$ cat src/rtl/pipe_run_ctrl_if.sv
// rtl/pipe_run_ctrl_if.sv - pipeline, control and status signal bundle for pipe_run_ctrl
interface pipe_run_ctrl_if #(
  parameter int PC_W   = 64,
  parameter int CNT_W  = 32,
  parameter int NSTALL = 4
);
  logic [PC_W-1:0]         f_predPC;
  logic                    F_stall;
  logic [NSTALL-1:0]       stall_src;
  logic [3:0]              W_stat;
  logic [3:0]              W_icode;
  logic                    resume;
  logic [PC_W-1:0]         restart_pc;
  logic                    clr_cnt;
  logic [PC_W-1:0]         F_predPC;
  logic                    run;
  logic                    halted;
  logic                    fault;
  logic [3:0]              halt_code;
  logic [CNT_W-1:0]        cycle_cnt;
  logic [CNT_W-1:0]        retired_cnt;
  logic [CNT_W-1:0]        bubble_cnt;
  logic [NSTALL*CNT_W-1:0] stall_cnt;

  modport master (
    output f_predPC, F_stall, stall_src, W_stat, W_icode, resume, restart_pc, clr_cnt,
    input  F_predPC, run, halted, fault, halt_code, cycle_cnt, retired_cnt, bubble_cnt, stall_cnt
  );

  modport slave (
    input  f_predPC, F_stall, stall_src, W_stat, W_icode, resume, restart_pc, clr_cnt,
    output F_predPC, run, halted, fault, halt_code, cycle_cnt, retired_cnt, bubble_cnt, stall_cnt
  );
endinterface

$ cat src/rtl/pipe_run_ctrl.sv
// rtl/pipe_run_ctrl.sv - Y86 pipeline run/retire controller with saturating performance counters
module pipe_run_ctrl #(
  parameter int              PC_W         = 64,
  parameter int              CNT_W        = 32,
  parameter int              NSTALL       = 4,
  parameter logic [PC_W-1:0] RESET_PC     = '0,
  parameter logic [3:0]      BUBBLE_ICODE = 4'h1,
  parameter int              MAX_CYCLES   = 0
) (
  input logic            clk,
  input logic            rst,
  pipe_run_ctrl_if.slave bus
);
  typedef enum logic [1:0] {
    S_RUN    = 2'd0,
    S_HALTED = 2'd1,
    S_FAULT  = 2'd2
  } state_t;

  localparam logic [CNT_W-1:0] CNT_MAX = '1;
  // Last cycle_cnt value of the watchdog window; only meaningful when MAX_CYCLES != 0.
  localparam logic [CNT_W-1:0] WD_LAST = CNT_W'(MAX_CYCLES - 1);

  state_t                  state;
  logic [PC_W-1:0]         pred_pc;
  logic [3:0]              code;
  logic [CNT_W-1:0]        cycles;
  logic [CNT_W-1:0]        retired;
  logic [CNT_W-1:0]        bubbles;
  logic [NSTALL*CNT_W-1:0] stalls;

  logic in_run;
  logic is_hlt;
  logic is_bad;
  logic wd_hit;
  logic retire_ev;
  logic bubble_ev;

  assign in_run    = (state == S_RUN);
  assign is_hlt    = (bus.W_stat == 4'd4);
  assign is_bad    = (bus.W_stat == 4'd2) || (bus.W_stat == 4'd3) || (bus.W_stat >= 4'd5);
  assign wd_hit    = (MAX_CYCLES != 0) && (cycles == WD_LAST);
  assign retire_ev = ((bus.W_stat == 4'd1) || (bus.W_stat == 4'd4)) && (bus.W_icode != BUBBLE_ICODE);
  assign bubble_ev = (bus.W_stat == 4'd0) || ((bus.W_stat == 4'd1) && (bus.W_icode == BUBBLE_ICODE));

  function automatic logic [CNT_W-1:0] sat_inc(input logic [CNT_W-1:0] v, input logic en);
    return (en && (v != CNT_MAX)) ? v + CNT_W'(1) : v;
  endfunction

  // Run/stop FSM; the fetch PC only advances on RUN edges that neither stall nor stop.
  always_ff @(posedge clk or posedge rst) begin
    if (rst) begin
      state   <= S_RUN;
      pred_pc <= RESET_PC;
      code    <= 4'h1;
    end else begin
      case (state)
        S_RUN: begin
          if (is_hlt) begin
            state <= S_HALTED;
            code  <= 4'h4;
          end else if (is_bad) begin
            state <= S_FAULT;
            code  <= bus.W_stat;
          end else if (wd_hit) begin
            state <= S_FAULT;
            code  <= 4'hF;
          end else if (!bus.F_stall) begin
            pred_pc <= bus.f_predPC;
          end
        end
        S_HALTED, S_FAULT: begin
          if (bus.resume) begin
            state   <= S_RUN;
            pred_pc <= bus.restart_pc;
            code    <= 4'h1;
          end
        end
        default: begin
          state <= S_RUN;
          code  <= 4'h1;
        end
      endcase
    end
  end

  // Performance counters: count only while running (stopping edge included), clear wins.
  always_ff @(posedge clk or posedge rst) begin
    if (rst) begin
      cycles  <= '0;
      retired <= '0;
      bubbles <= '0;
      stalls  <= '0;
    end else if (bus.clr_cnt) begin
      cycles  <= '0;
      retired <= '0;
      bubbles <= '0;
      stalls  <= '0;
    end else if (in_run) begin
      cycles  <= sat_inc(cycles, 1'b1);
      retired <= sat_inc(retired, retire_ev);
      bubbles <= sat_inc(bubbles, bubble_ev);
      for (int i = 0; i < NSTALL; i++) begin
        stalls[i*CNT_W +: CNT_W] <= sat_inc(stalls[i*CNT_W +: CNT_W], bus.stall_src[i]);
      end
    end
  end

  assign bus.F_predPC    = pred_pc;
  assign bus.run         = (state == S_RUN);
  assign bus.halted      = (state == S_HALTED);
  assign bus.fault       = (state == S_FAULT);
  assign bus.halt_code   = code;
  assign bus.cycle_cnt   = cycles;
  assign bus.retired_cnt = retired;
  assign bus.bubble_cnt  = bubbles;
  assign bus.stall_cnt   = stalls;
endmodule

$ cat src/flat_wrapper.sv
// flat-port wrapper written by rule: the top's interface ports become plain ports
module pipe_run_ctrl_flat 
#(
  parameter int              PC_W         = 64,
  parameter int              CNT_W        = 32,
  parameter int              NSTALL       = 4,
  parameter logic [PC_W-1:0] RESET_PC     = '0,
  parameter logic [3:0]      BUBBLE_ICODE = 4'h1,
  parameter int              MAX_CYCLES   = 0
)
  (clk, rst, bus_f_predPC, bus_F_stall, bus_stall_src, bus_W_stat, bus_W_icode, bus_resume, bus_restart_pc, bus_clr_cnt, bus_F_predPC, bus_run, bus_halted, bus_fault, bus_halt_code, bus_cycle_cnt, bus_retired_cnt, bus_bubble_cnt, bus_stall_cnt);
  pipe_run_ctrl_if #(.PC_W(PC_W), .CNT_W(CNT_W), .NSTALL(NSTALL)) bus_i ();
  input logic clk;
  input logic rst;
  input wire logic [$bits(bus_i.f_predPC)-1:0] bus_f_predPC;
  input wire logic [$bits(bus_i.F_stall)-1:0] bus_F_stall;
  input wire logic [$bits(bus_i.stall_src)-1:0] bus_stall_src;
  input wire logic [$bits(bus_i.W_stat)-1:0] bus_W_stat;
  input wire logic [$bits(bus_i.W_icode)-1:0] bus_W_icode;
  input wire logic [$bits(bus_i.resume)-1:0] bus_resume;
  input wire logic [$bits(bus_i.restart_pc)-1:0] bus_restart_pc;
  input wire logic [$bits(bus_i.clr_cnt)-1:0] bus_clr_cnt;
  output wire logic [$bits(bus_i.F_predPC)-1:0] bus_F_predPC;
  output wire logic [$bits(bus_i.run)-1:0] bus_run;
  output wire logic [$bits(bus_i.halted)-1:0] bus_halted;
  output wire logic [$bits(bus_i.fault)-1:0] bus_fault;
  output wire logic [$bits(bus_i.halt_code)-1:0] bus_halt_code;
  output wire logic [$bits(bus_i.cycle_cnt)-1:0] bus_cycle_cnt;
  output wire logic [$bits(bus_i.retired_cnt)-1:0] bus_retired_cnt;
  output wire logic [$bits(bus_i.bubble_cnt)-1:0] bus_bubble_cnt;
  output wire logic [$bits(bus_i.stall_cnt)-1:0] bus_stall_cnt;
  assign bus_i.f_predPC = bus_f_predPC;
  assign bus_i.F_stall = bus_F_stall;
  assign bus_i.stall_src = bus_stall_src;
  assign bus_i.W_stat = bus_W_stat;
  assign bus_i.W_icode = bus_W_icode;
  assign bus_i.resume = bus_resume;
  assign bus_i.restart_pc = bus_restart_pc;
  assign bus_i.clr_cnt = bus_clr_cnt;
  assign bus_F_predPC = bus_i.F_predPC;
  assign bus_run = bus_i.run;
  assign bus_halted = bus_i.halted;
  assign bus_fault = bus_i.fault;
  assign bus_halt_code = bus_i.halt_code;
  assign bus_cycle_cnt = bus_i.cycle_cnt;
  assign bus_retired_cnt = bus_i.retired_cnt;
  assign bus_bubble_cnt = bus_i.bubble_cnt;
  assign bus_stall_cnt = bus_i.stall_cnt;
  pipe_run_ctrl #(.PC_W(PC_W), .CNT_W(CNT_W), .NSTALL(NSTALL), .RESET_PC(RESET_PC), .BUBBLE_ICODE(BUBBLE_ICODE), .MAX_CYCLES(MAX_CYCLES)) u_core (.clk(clk), .rst(rst), .bus(bus_i));
endmodule
$ cat config.mk
export PLATFORM = sky130hd
export DESIGN_NAME = pipe_run_ctrl_flat
export DESIGN_NICKNAME = d
export VERILOG_FILES = /design/src/rtl/pipe_run_ctrl_if.sv /design/src/rtl/pipe_run_ctrl.sv /design/src/flat_wrapper.sv
export SDC_FILE = /design/constraint.sdc
export NUM_CORES = 1
export LEC_CHECK = 0
export BUFFER_PORTS_ARGS = -buffer_cell sky130_fd_sc_hd__buf_2
export CAP_MARGIN = 15
export CELL_PAD_IN_SITES_DETAIL_PLACEMENT = 1
export CELL_PAD_IN_SITES_GLOBAL_PLACEMENT = 2
export CORE_MARGIN = 4
export CORE_UTILIZATION = 28
export DETAILED_ROUTE_END_ITERATION = 7
export PLACE_DENSITY = 0.87
export SETUP_SLACK_MARGIN = 0.15
export SLEW_MARGIN = 10
export SYNTH_ARGS = -nofsm -noshare
export SYNTH_HDL_FRONTEND = slang
export SYNTH_SLANG_ARGS = --single-unit
$ cat constraint.sdc
create_clock -name clk -period 8.87 [get_ports clk]
set_clock_uncertainty 0.05 [all_clocks]
set_input_delay 1.3305 -clock clk [delete_from_list [all_inputs] [get_ports clk]]
set_output_delay 1.3305 -clock clk [all_outputs]
set_load 0.02 [all_outputs]
==> results.json <==
{
  "ios": 440,
  "setup-violations-final": 0,
  "overflow": 0,
  "max-vdd-ir-drop_v": 0.0003220,
  "vias_per_cell": 5.287,
  "avgSynthCellArea_um2": 9.165,
  "ys_ff_latch": 294,
  "holdCritStartpoint": "u_core.bus.halt_code[0]",
  "antenna_found_initial": 10,
  "start_util_pct": 28.48,
  "cts.hold.buffers_added": 0,
  "grt_max_degree": 156,
  "vias": 15400,
  "synth_nets": 1877,
  "synth-adder-area-share_pct": 0.7928,
  "crit_slowest_cell": "nor4b_1",
  "cp_cell_sequence": "buf_2 -> nor4b_1 -> o211a_1 -> nand3_1 -> nor4_1 -> mux2_2",
  "clock_latency_ns": 0.56,
  "reg2reg_from": "u_core.state[0]",
  "critPathLaunchType": "input port",
  "wl_per_cell_um": 19.91,
  "fin_util_pct": 36.30,
  "synthXorXnorAreaFrac_pct": 2.830,
  "drive_gt1_share_pct": 25.79,
  "dpl.hpwl_mm": 42.41,
  "dieWidth_um": 245.4,
  "cts_buffers": 39,
  "synth_edf_count": 0,
  "postSynth.asyncResetShare_pct": 100.0,
  "grt_first_pass_wirelength_mm": 90.56,
  "final.period_utilization_pct": 38.56,
  "clock-sinks": 294,
  "synth.area.mux_share_pct": 5.819,
  "drt_iter0_markers": 828,
  "critPathTopFamily": "simple AND/OR/NAND/NOR gates",
  "syn_inst": 1722,
  "cap_violations": 0,
  "num_rows": 86,
  "place.gp.congestion": 0.8543,
  "synth_top_flop_cell": "dfrtp_1",
  "run_status": "completed",
  "cp_num_buf_inv": 1,
  "hold_path.class": "reg2reg",
  "slew_violations": 0,
  "clock.fmax_mhz": 292.4,
  "slowest_delay_ns": 0.78,
  "tritoncts": "built",
  "hold_violations": 0,
  "yosys_warnings": 0,
  "synth-seq-area-share_pct": 46.62,
  "setup.worst_path.end_class": "register",
  "tns_ns": 0,
  "final_common_cell": "buf_2",
  "cts_resized": 0,
  "synth_top_family_by_area": "simple AND/OR/NAND/NOR gates",
  "grt_usage_pct": 18.57,
  "synth-compound-area-share_pct": 15.06,
  "cts_setup_buffers": 0,
  "p_per_area_nw_per_um2": 220.2,
  "die_area_um2": 60230,
  "syn_area_um2": 15780,
  "drc": 0,
  "grt_setup_unrepaired": "no",
  "arrival_ns": 3.82,
  "syn2layout_area_growth_pct": 27.45,
  "clk_pin_slew_worst_paths_ns": 0.06,
  "port_buffers": 439,
  "min_period_ns": 3.420,
  "p_leak_nw": 8.903,
  "drt-total-wl_mm": 58.00,
  "synthSimpleGateAreaFrac_pct": 25.93,
  "htreeDepth": 2,
  "critPathMaxFanout": 16,
  "first_pass_iters": 5,
  "synth_cell_type_count": 57,
  "cp-startpoint": "bus_W_icode[1]",
  "root_buffer": "clkbuf_16",
  "criticalPathCategory": "in2reg",
  "slew_headroom_pct": 26.20,
  "core_um2": 55420,
  "cp.required_ns": 9.27,
  "fin_nets": 2285,
  "cts.path.max_buffers": 3,
  "grt_pass1_vias": 15700,
  "worstMarginPinSlew_ns": 1.097,
  "final_cell_mix": "buf_2, dfrtp_1, nand2_1, a21oi_1, o21ai_0",
  "antenna_left": 0,
  "die_h_um": 245.4
}
[registers in the layout, summed over array words and instances, names as in the netlist]
name,cells
u_core.bus.halt_code,4
u_core.bus.F_predPC,64
u_core.bus.cycle_cnt,32
u_core.bus.bubble_cnt,32
u_core.state,2
u_core.bus.retired_cnt,32
u_core.bus.stall_cnt,128
[power by group]
part	internal, mW	switching [mW]
combinational	0.380	0.797
clock	0.997	0.631
sequential	1.52	0.107
total	2.89	1.53
[logic make-up after synthesis]
family                   Yosys count
flip-flops                       294
AND/OR/NAND/NOR                  755
AO/OA/AOI/OAI                    402
buffers and inverters            121
adder cells (fa/ha/maj)           10
XOR/XNOR                          51
multiplexers                      89
[final timing paths]
path	endpoint	slack (ns)	depth (start not counted)
worst min-delay path	u_core.bus.halt_code[0]	0.42	2
worst min register to register	u_core.bus.halt_code[0]	0.42	2
worst max register to register	u_core.bus.retired_cnt[19]	5.49	7
max in group asynchronous	u_core.bus.cycle_cnt[22]	6.29	4
min in group asynchronous	u_core.bus.bubble_cnt[8]	1.00	3
worst max-delay path	u_core.bus.bubble_cnt[27]	5.45	6
[per-stage QoR]
stage          instance area [um2]  hold WS, ns  total power, mW  cells  setup slack [ns]
4_1_cts                      20060       0.4239            4.507   2906             5.453
5_1_grt                      20100       0.4482            4.678   2909             5.148
6_report                     20110       0.4200            4.429   2913             5.450
3_3_place_gp                 18740       0.4071            2.803   2835             4.983
2_1_floorplan                15790       0.4277            2.392   1722             3.587
3_5_place_dp                 18740       0.4148            2.843   2835             4.867
[layer usage]
metal	wire length (um)	up-vias	GRT usage, %
li1	-	7246	-
met1	23950	7680	22.68
met2	27590	377	31.14
met3	4827	88	6.412
met4	1561	10	5.473
met5	64	-	0
[synth_stat cells, types with 3 or more instances]
cell type	instances	share of area, %
or3_1	73	2.9
nand4_1	69	2.7
and2_1	26	1.0
ha_1	10	0.79
o311ai_0	4	0.22
and3_1	20	0.79
buf_1	3	0.071
mux2_2	22	1.6
nand2b_1	3	0.12
buf_2	7	0.22
a211oi_1	8	0.38
a31oi_1	5	0.20
inv_1	34	0.81
mux2i_1	67	4.2
nand3_1	83	2.6
nor4b_1	3	0.17
o41ai_1	3	0.17
dfrtp_1	293	46
a21oi_1	139	4.4
clkbuf_1	75	1.8
nor2_1	100	2.4
a311oi_1	4	0.22
nor4_1	24	0.95
xnor2_1	35	1.9
nand2_1	181	4.3
nor2b_1	22	0.87
a31o_2	6	0.33
or4_1	67	3.2
o31ai_1	59	2.8
xor2_1	16	0.89
o21a_1	5	0.24
and4_1	41	2.3
a2111oi_0	6	0.33
o2111ai_1	4	0.22
o21ai_0	136	4.3
nor3_1	31	0.98
o211ai_1	8	0.38
nand4b_1	3	0.17
o31a_1	3	0.17
or2_2	4	0.16
[worst min-delay path, delay by kind of cell (launching register included)]
family | cells | cell delay (ns)
AO/OA/AOI/OAI | 1 | 0.05
buffers and inverters | 1 | 0.04
flip-flops | 1 | 0.37
[final cells by class]
type | count | area [um2]
tap | 748 | 935.9
timing repair buffer | 453 | 2351
fill | 6557 | 35300
inverter | 35 | 135.1
antenna | 5 | 12.51
sequential | 294 | 7358
clock inverter | 9 | 113.9
multi-input combinational | 1307 | 7994
clock buffer | 62 | 1214
Power figures use the tool's default switching activity.
